File: src/rtl/rtc_trigger.sv
// rtc_trigger: button front end and run/pause/clear FSM for the stopwatch.
//
// Each raw active-low button goes through a 2-flop synchronizer. It is then
// debounced on the i_basetick strobe and reduced to a one-cycle press event
// on the released->pressed edge of the debounced level. The press events
// drive a three-state IDLE/RUN/PAUSE controller.
//
// Parameters:
//   DEBOUNCE_TICKS  consecutive basetick samples needed to accept a new level (1..15)
// Ports:
//   i_clk           system clock, rising edge
//   i_reset_n       asynchronous active-low reset
//   i_basetick      one-cycle 10 ms strobe; debounce sample point
//   i_startstop_n   raw start/stop button, active low
//   i_clear_n       raw clear button, active low
//   i_lap_n         raw lap button, active low (RTC_TRIGGER_LAP_EN only)
//   o_countenb      count enable, high in RUN
//   o_latchcount    count-advance qualifier, high in RUN
//   o_countinit     one-cycle counter clear pulse
//   o_state         00 IDLE, 01 RUN, 10 PAUSE
//   o_displayhold   display freeze flag (RTC_TRIGGER_LAP_EN only)
//
// Build option: define RTC_TRIGGER_LAP_EN to add the lap button and o_displayhold.
module rtc_trigger #(
  parameter logic [3:0] DEBOUNCE_TICKS = 4'd2
) (
  input  logic       i_clk,
  input  logic       i_reset_n,
  input  logic       i_basetick,
  input  logic       i_startstop_n,
  input  logic       i_clear_n,
`ifdef RTC_TRIGGER_LAP_EN
  input  logic       i_lap_n,
  output logic       o_displayhold,
`endif
  output logic       o_countenb,
  output logic       o_latchcount,
  output logic       o_countinit,
  output logic [1:0] o_state
);

`ifdef RTC_TRIGGER_LAP_EN
  localparam int unsigned NBTN = 3;
`else
  localparam int unsigned NBTN = 2;
`endif

  localparam int unsigned BTN_SS  = 0;
  localparam int unsigned BTN_CLR = 1;

  localparam logic [1:0] ST_IDLE  = 2'b00;
  localparam logic [1:0] ST_RUN   = 2'b01;
  localparam logic [1:0] ST_PAUSE = 2'b10;

  logic [NBTN-1:0]      raw;
  logic [NBTN-1:0]      sync1_q;
  logic [NBTN-1:0]      sync2_q;
  logic [NBTN-1:0]      db_q;
  logic [NBTN-1:0]      db_d;
  logic [NBTN-1:0]      db_dly_q;
  logic [NBTN-1:0]      press;
  logic [NBTN-1:0][3:0] cnt_q;
  logic [NBTN-1:0][3:0] cnt_d;

  logic [1:0] state_q, state_d;
  logic       init_q, init_d;
  logic       enb_q, latch_q, run_d;

  assign raw[BTN_SS]  = i_startstop_n;
  assign raw[BTN_CLR] = i_clear_n;
`ifdef RTC_TRIGGER_LAP_EN
  assign raw[2]       = i_lap_n;
`endif

  // Debounce: a sample equal to the accepted level restarts the count, so
  // only an unbroken run of DEBOUNCE_TICKS differing samples flips the level.
  always_comb begin
    db_d  = db_q;
    cnt_d = cnt_q;
    for (int unsigned b = 0; b < NBTN; b++) begin
      if (i_basetick) begin
        if (sync2_q[b] == db_q[b]) begin
          cnt_d[b] = '0;
        end else if ((cnt_q[b] + 4'd1) >= DEBOUNCE_TICKS) begin
          db_d[b]  = sync2_q[b];
          cnt_d[b] = '0;
        end else begin
          cnt_d[b] = cnt_q[b] + 4'd1;
        end
      end
    end
  end

  // Press event on released(1) -> pressed(0); releases are ignored.
  assign press = db_dly_q & ~db_q;

  always_ff @(posedge i_clk or negedge i_reset_n) begin
    if (!i_reset_n) begin
      sync1_q  <= '1;
      sync2_q  <= '1;
      db_q     <= '1;
      db_dly_q <= '1;
      cnt_q    <= '0;
    end else begin
      sync1_q  <= raw;
      sync2_q  <= sync1_q;
      db_q     <= db_d;
      db_dly_q <= db_q;
      cnt_q    <= cnt_d;
    end
  end

  // Start/stop wins over clear in the same cycle; clear is dropped in RUN.
  always_comb begin
    state_d = state_q;
    init_d  = 1'b0;
    if (press[BTN_SS]) begin
      if (state_q == ST_RUN) state_d = ST_PAUSE;
      else                   state_d = ST_RUN;
    end else if (press[BTN_CLR] && (state_q != ST_RUN)) begin
      state_d = ST_IDLE;
      init_d  = 1'b1;
    end
  end

  // Enables are registered from the next state so they line up with o_state.
  assign run_d = (state_d == ST_RUN);

  always_ff @(posedge i_clk or negedge i_reset_n) begin
    if (!i_reset_n) begin
      state_q <= ST_IDLE;
      init_q  <= 1'b0;
      enb_q   <= 1'b0;
      latch_q <= 1'b0;
    end else begin
      state_q <= state_d;
      init_q  <= init_d;
      enb_q   <= run_d;
      latch_q <= run_d;
    end
  end

`ifdef RTC_TRIGGER_LAP_EN
  logic hold_q, hold_d;

  always_comb begin
    hold_d = hold_q;
    if (state_d == ST_IDLE) begin
      hold_d = 1'b0;
    end else if (press[2] && (state_q == ST_RUN)) begin
      hold_d = ~hold_q;
    end
  end

  always_ff @(posedge i_clk or negedge i_reset_n) begin
    if (!i_reset_n) hold_q <= 1'b0;
    else            hold_q <= hold_d;
  end

  assign o_displayhold = hold_q;
`endif

  assign o_state      = state_q;
  assign o_countenb   = enb_q;
  assign o_latchcount = latch_q;
  assign o_countinit  = init_q;

endmodule
File: config.mk
export PLATFORM = sky130hd
export DESIGN_NAME = rtc_trigger
export DESIGN_NICKNAME = d
export VERILOG_FILES = /design/src/rtl/rtc_trigger.sv
export SDC_FILE = /design/constraint.sdc
export NUM_CORES = 1
export LEC_CHECK = 0
export CAP_MARGIN = 20
export CORE_ASPECT_RATIO = 1.1
export CORE_UTILIZATION = 47
export CTS_BUF_LIST = sky130_fd_sc_hd__clkbuf_16
export DETAILED_ROUTE_END_ITERATION = 8
export GPL_ROUTABILITY_DRIVEN = 0
export PLACE_DENSITY = 0.82
export SYNTH_ARGS = -nofsm -noshare
export SYNTH_HDL_FRONTEND = slang
export SYNTH_SLANG_ARGS = --single-unit
File: constraint.sdc
create_clock -name i_clk -period 1.4 [get_ports i_clk]
set_clock_uncertainty 0.05 [all_clocks]
set_input_delay 0.35 -clock i_clk [delete_from_list [all_inputs] [get_ports i_clk]]
set_output_delay 0.35 -clock i_clk [all_outputs]
set_load 0.1 [all_outputs]
==> results of run 1 <==
per-stage QoR:
stage / cell area, µm² / utilization / TNS, ps
final: 1250 / 0.700 / -375
after global routing: 1250 / 0.700 / -584
after CTS: 1220 / 0.684 / -219
after detailed placement: 1090 / 0.612 / -638
after global placement: 1090 / 0.612 / -326
after floorplan: 888 / - / -58.0
sequential cells by signal, summed over array words and instances (netlist names):
register,flops
db_dly_q,2
sync1_q,2
o_countinit,1
o_latchcount,1
db_q,2
cnt_q,8
o_state,2
sync2_q,2
placed cells by master, fill, tap and decap left out, types with 2 or more instances in the layout:
master,instances
ha_4,2
a21oi_1,2
clkdlybuf4s50_1,4
o211ai_2,2
nor2b_1,5
dfrtp_2,3
nor3b_4,2
buf_4,9
buf_12,5
nor2_1,4
nand4b_1,2
ha_2,2
mux2_4,2
clkbuf_16,3
nand2_1,6
xnor2_1,4
xor2_1,3
dfstp_2,8
dfrtp_1,9
inv_1,4
o32ai_2,2
power by group through the flow:
stage	clock (mW)	combinational, mW	sequential [mW]
floorplan	0	0.558	1.26
global placement	0	1.25	0.936
detailed placement	0	1.29	0.955
CTS	0.584	1.45	0.937
global route	0.610	1.62	0.962
finish	0.575	1.54	0.942
metal layers:
| metal | up-vias | wire, µm | share of wire |
|---|---|---|---|
| met3 | 2 | 44 | 0.026 |
| met5 | - | 0 | 0 |
| li1 | 279 | - | - |
| met2 | 14 | 928 | 0.54 |
| met1 | 298 | 723 | 0.42 |
| met4 | 0 | 17 | 0.0099 |
synth_stat cells (2+ instances only):
library cell,count
dfrtp_1,12
dfstp_2,8
nand2_1,6
nor2b_1,5
ha_1,4
inv_1,4
nor2_1,4
xnor2_1,4
xor2_1,3
a21oi_1,2
mux2_4,2
nand3_1,2
nand4b_1,2
nor3b_2,2
o211ai_2,2
o32ai_1,2
cells by family (layout without fill, tap and decap cells):
logic type,Yosys count,after routing,share of synthesized area
flip-flops,20,20,0.577
AO/OA/AOI/OAI,7,7,0.0651
AND/OR/NAND/NOR,25,25,0.167
adder cells (fa/ha/maj),4,4,0.0566
multiplexers,2,2,0.0339
XOR/XNOR,7,7,0.0693
buffers and inverters,6,26,0.0311
worst paths after layout:
kind / startpoint / to / slack, ps / cells past startpoint
setup / recovery: cnt_q[0]$_DFFE_PN0P_ / db_q[0]$_DFFE_PN1P_ / -150 / 5
hold / removal: sync1_q[0]$_DFF_PN1_ / sync2_q[0]$_DFF_PN1_ / 310 / 0
setup reg to reg: cnt_q[0]$_DFFE_PN0P_ / db_q[0]$_DFFE_PN1P_ / -150 / 5
hold reg to reg: sync1_q[0]$_DFF_PN1_ / sync2_q[0]$_DFF_PN1_ / 310 / 0
max in group asynchronous: i_reset_n / sync2_q[1]$_DFF_PN1_ / 630 / 2
min in group asynchronous: i_reset_n / o_countinit$_DFF_PN0_ / 410 / 2
final cells by class:
cell class              instances  area share
flip-flops and latches         20       0.412
multi-input cells              45       0.328
repair buffers                 18       0.166
clock buffers                   3      0.0602
well taps                      18      0.0181
inverters                       4      0.0120
clock inverters                 1     0.00301
timing repair:
item,in CTS,in global routing
setup endpoints to repair,4,4
resized for setup,5,5
pin swaps,2,4
setup buffers,2,0
cloned,0,0
==> results.md, run 1 <==
* Cells after Synth at 71
* Crit path kind: flop to flop
* Final WL at 1710 µm
* Die width at 43.4 µm
* Final Non-Filler Cells at ~110
* Initial Util at 0.496
* Antenna diodes at 0
* Final Cycle Share at 1.11
* Core footprint at around 1800 µm²
* Vias in the first global route at 578
* Outcome: finished, violations left
* Crit-path cells: ha_4, nor3b_4, nand2_1, o211ai_2, mux2_4
* Met1 usage at 0.232
* Synth unique cells at 23
* Crit-path max FO at 2
* Drt initial violations at 9
* Top cells by area, synth: dfrtp_1 34%, dfstp_2 24%, ha_1 5.7%
* Slew of the pin with the lowest slew margin at 363 ps
* Ports at 10
* Post-CTS Hold Buffers at 0
* I/O Buffers at 9
* Mapped Nets at 80
* CTS tree: yes
* CP max stage delay at 420 ps
* Routed Antenna Nets at 0
* Layout Nets at 101
* TritonCTS Buffers at 3
* Pre-CTS setup slack at -179 ps
* Drt pass-1 iters at 6
* Sw Ratio at 0.398
* Clock power share at 0.188
* Largest net degree at the start of global routing at 21
* # rows at 16
* Buf+Inv Stages, Crit Path at 0
* FF/Latch Area at around 510 µm²
* First-pass GRT wire length at 2710 µm
* Clk pin slew, worst setup/hold paths at 50 ps
* Slew Limit Fails at 0
* Total chip power at 3.06 mW
* Sequential-to-total area share from yosys stat at 0.577
* Startpoint types: flop
* DRC at 2
* Die ar. at 2060 µm²
* RSZ-0062 raised after global routing: true
* Critical Path RT at approximately 1500 ps
* Clock sink count at 20
* Die height at roughly 48 µm
* Max Clock Freq at about 640 MHz
* Synthesized area per cell at between 10 and 15 µm²
* Fin. Hold Viols at 0
* Multi-input combinational cell area at a little over 400 µm²
* Critical Path AT at 1680 ps
* GR Layer Usage met2 at 0.339
* Crit-path slowest cell: dfrtp_1
* Switching Power at around 1.2 mW
* Grt met3 use at 0.0340
* Placed cells at 103
* EDFF count, synth at 0
* Worst-Skew Late Latency at 250 ps
* Layout overhead on the synthesized area at 41.0%
* Peak VDD IR at 1.24 mV
* Min cycle time layout at 1550 ps
* CTS max path bufs at 2
* Primary FF master, synth: dfrtp_1
* Post-synth top area cell: dfrtp_1
* Worst hold path class: flop to flop
* H-tree Lvls at 1
* Pwr dens at about 2500 nW/µm²
* DPL Wire Length at around 1100 µm
* Global route hottest layer: met2
* Post-synthesis register bit count at 20
* Leak at 0.553 nW
* Top-area cell type share of the netlist area at 0.339
* Async SR Flop Fraction at 1.00
* Final setup fails at 4
* Total number of vias at just under 600
* Critical path endpoint category: flop
* Setup ws final at -154 ps
* Routed vias/inst at between 5 and 6
* Max Cap Viol at 0
* Worst hold margin at around 310 ps
* CTS root buffer: clkbuf_16
* Flop pwr share at 0.308
* Share of cells above drive strength 1 at 0.462
* Total grt overflow at 0
* Wire per inst at 15.7 µm
* Failing checks: design-rule violations, negative setup slack
* Headroom to the max-slew limit at 0.758
* Mapped cell area at 885 µm²
* YS warnings at 0
* Comb pwr share at 0.504
* CP top delay family: flip-flops
* Antenna violations before repair at 0
* Overall Global Routing Usage at 0.187
* FILL cells at 125
* Internal at 1.84 mW
(Power assumes the default switching activity.)
==> run 2, diff against run 1 <==
- CAP_MARGIN: 20 -> 0
==> results of run 2 <==
Final layout, timing and power as in run 1 (identical DEF).
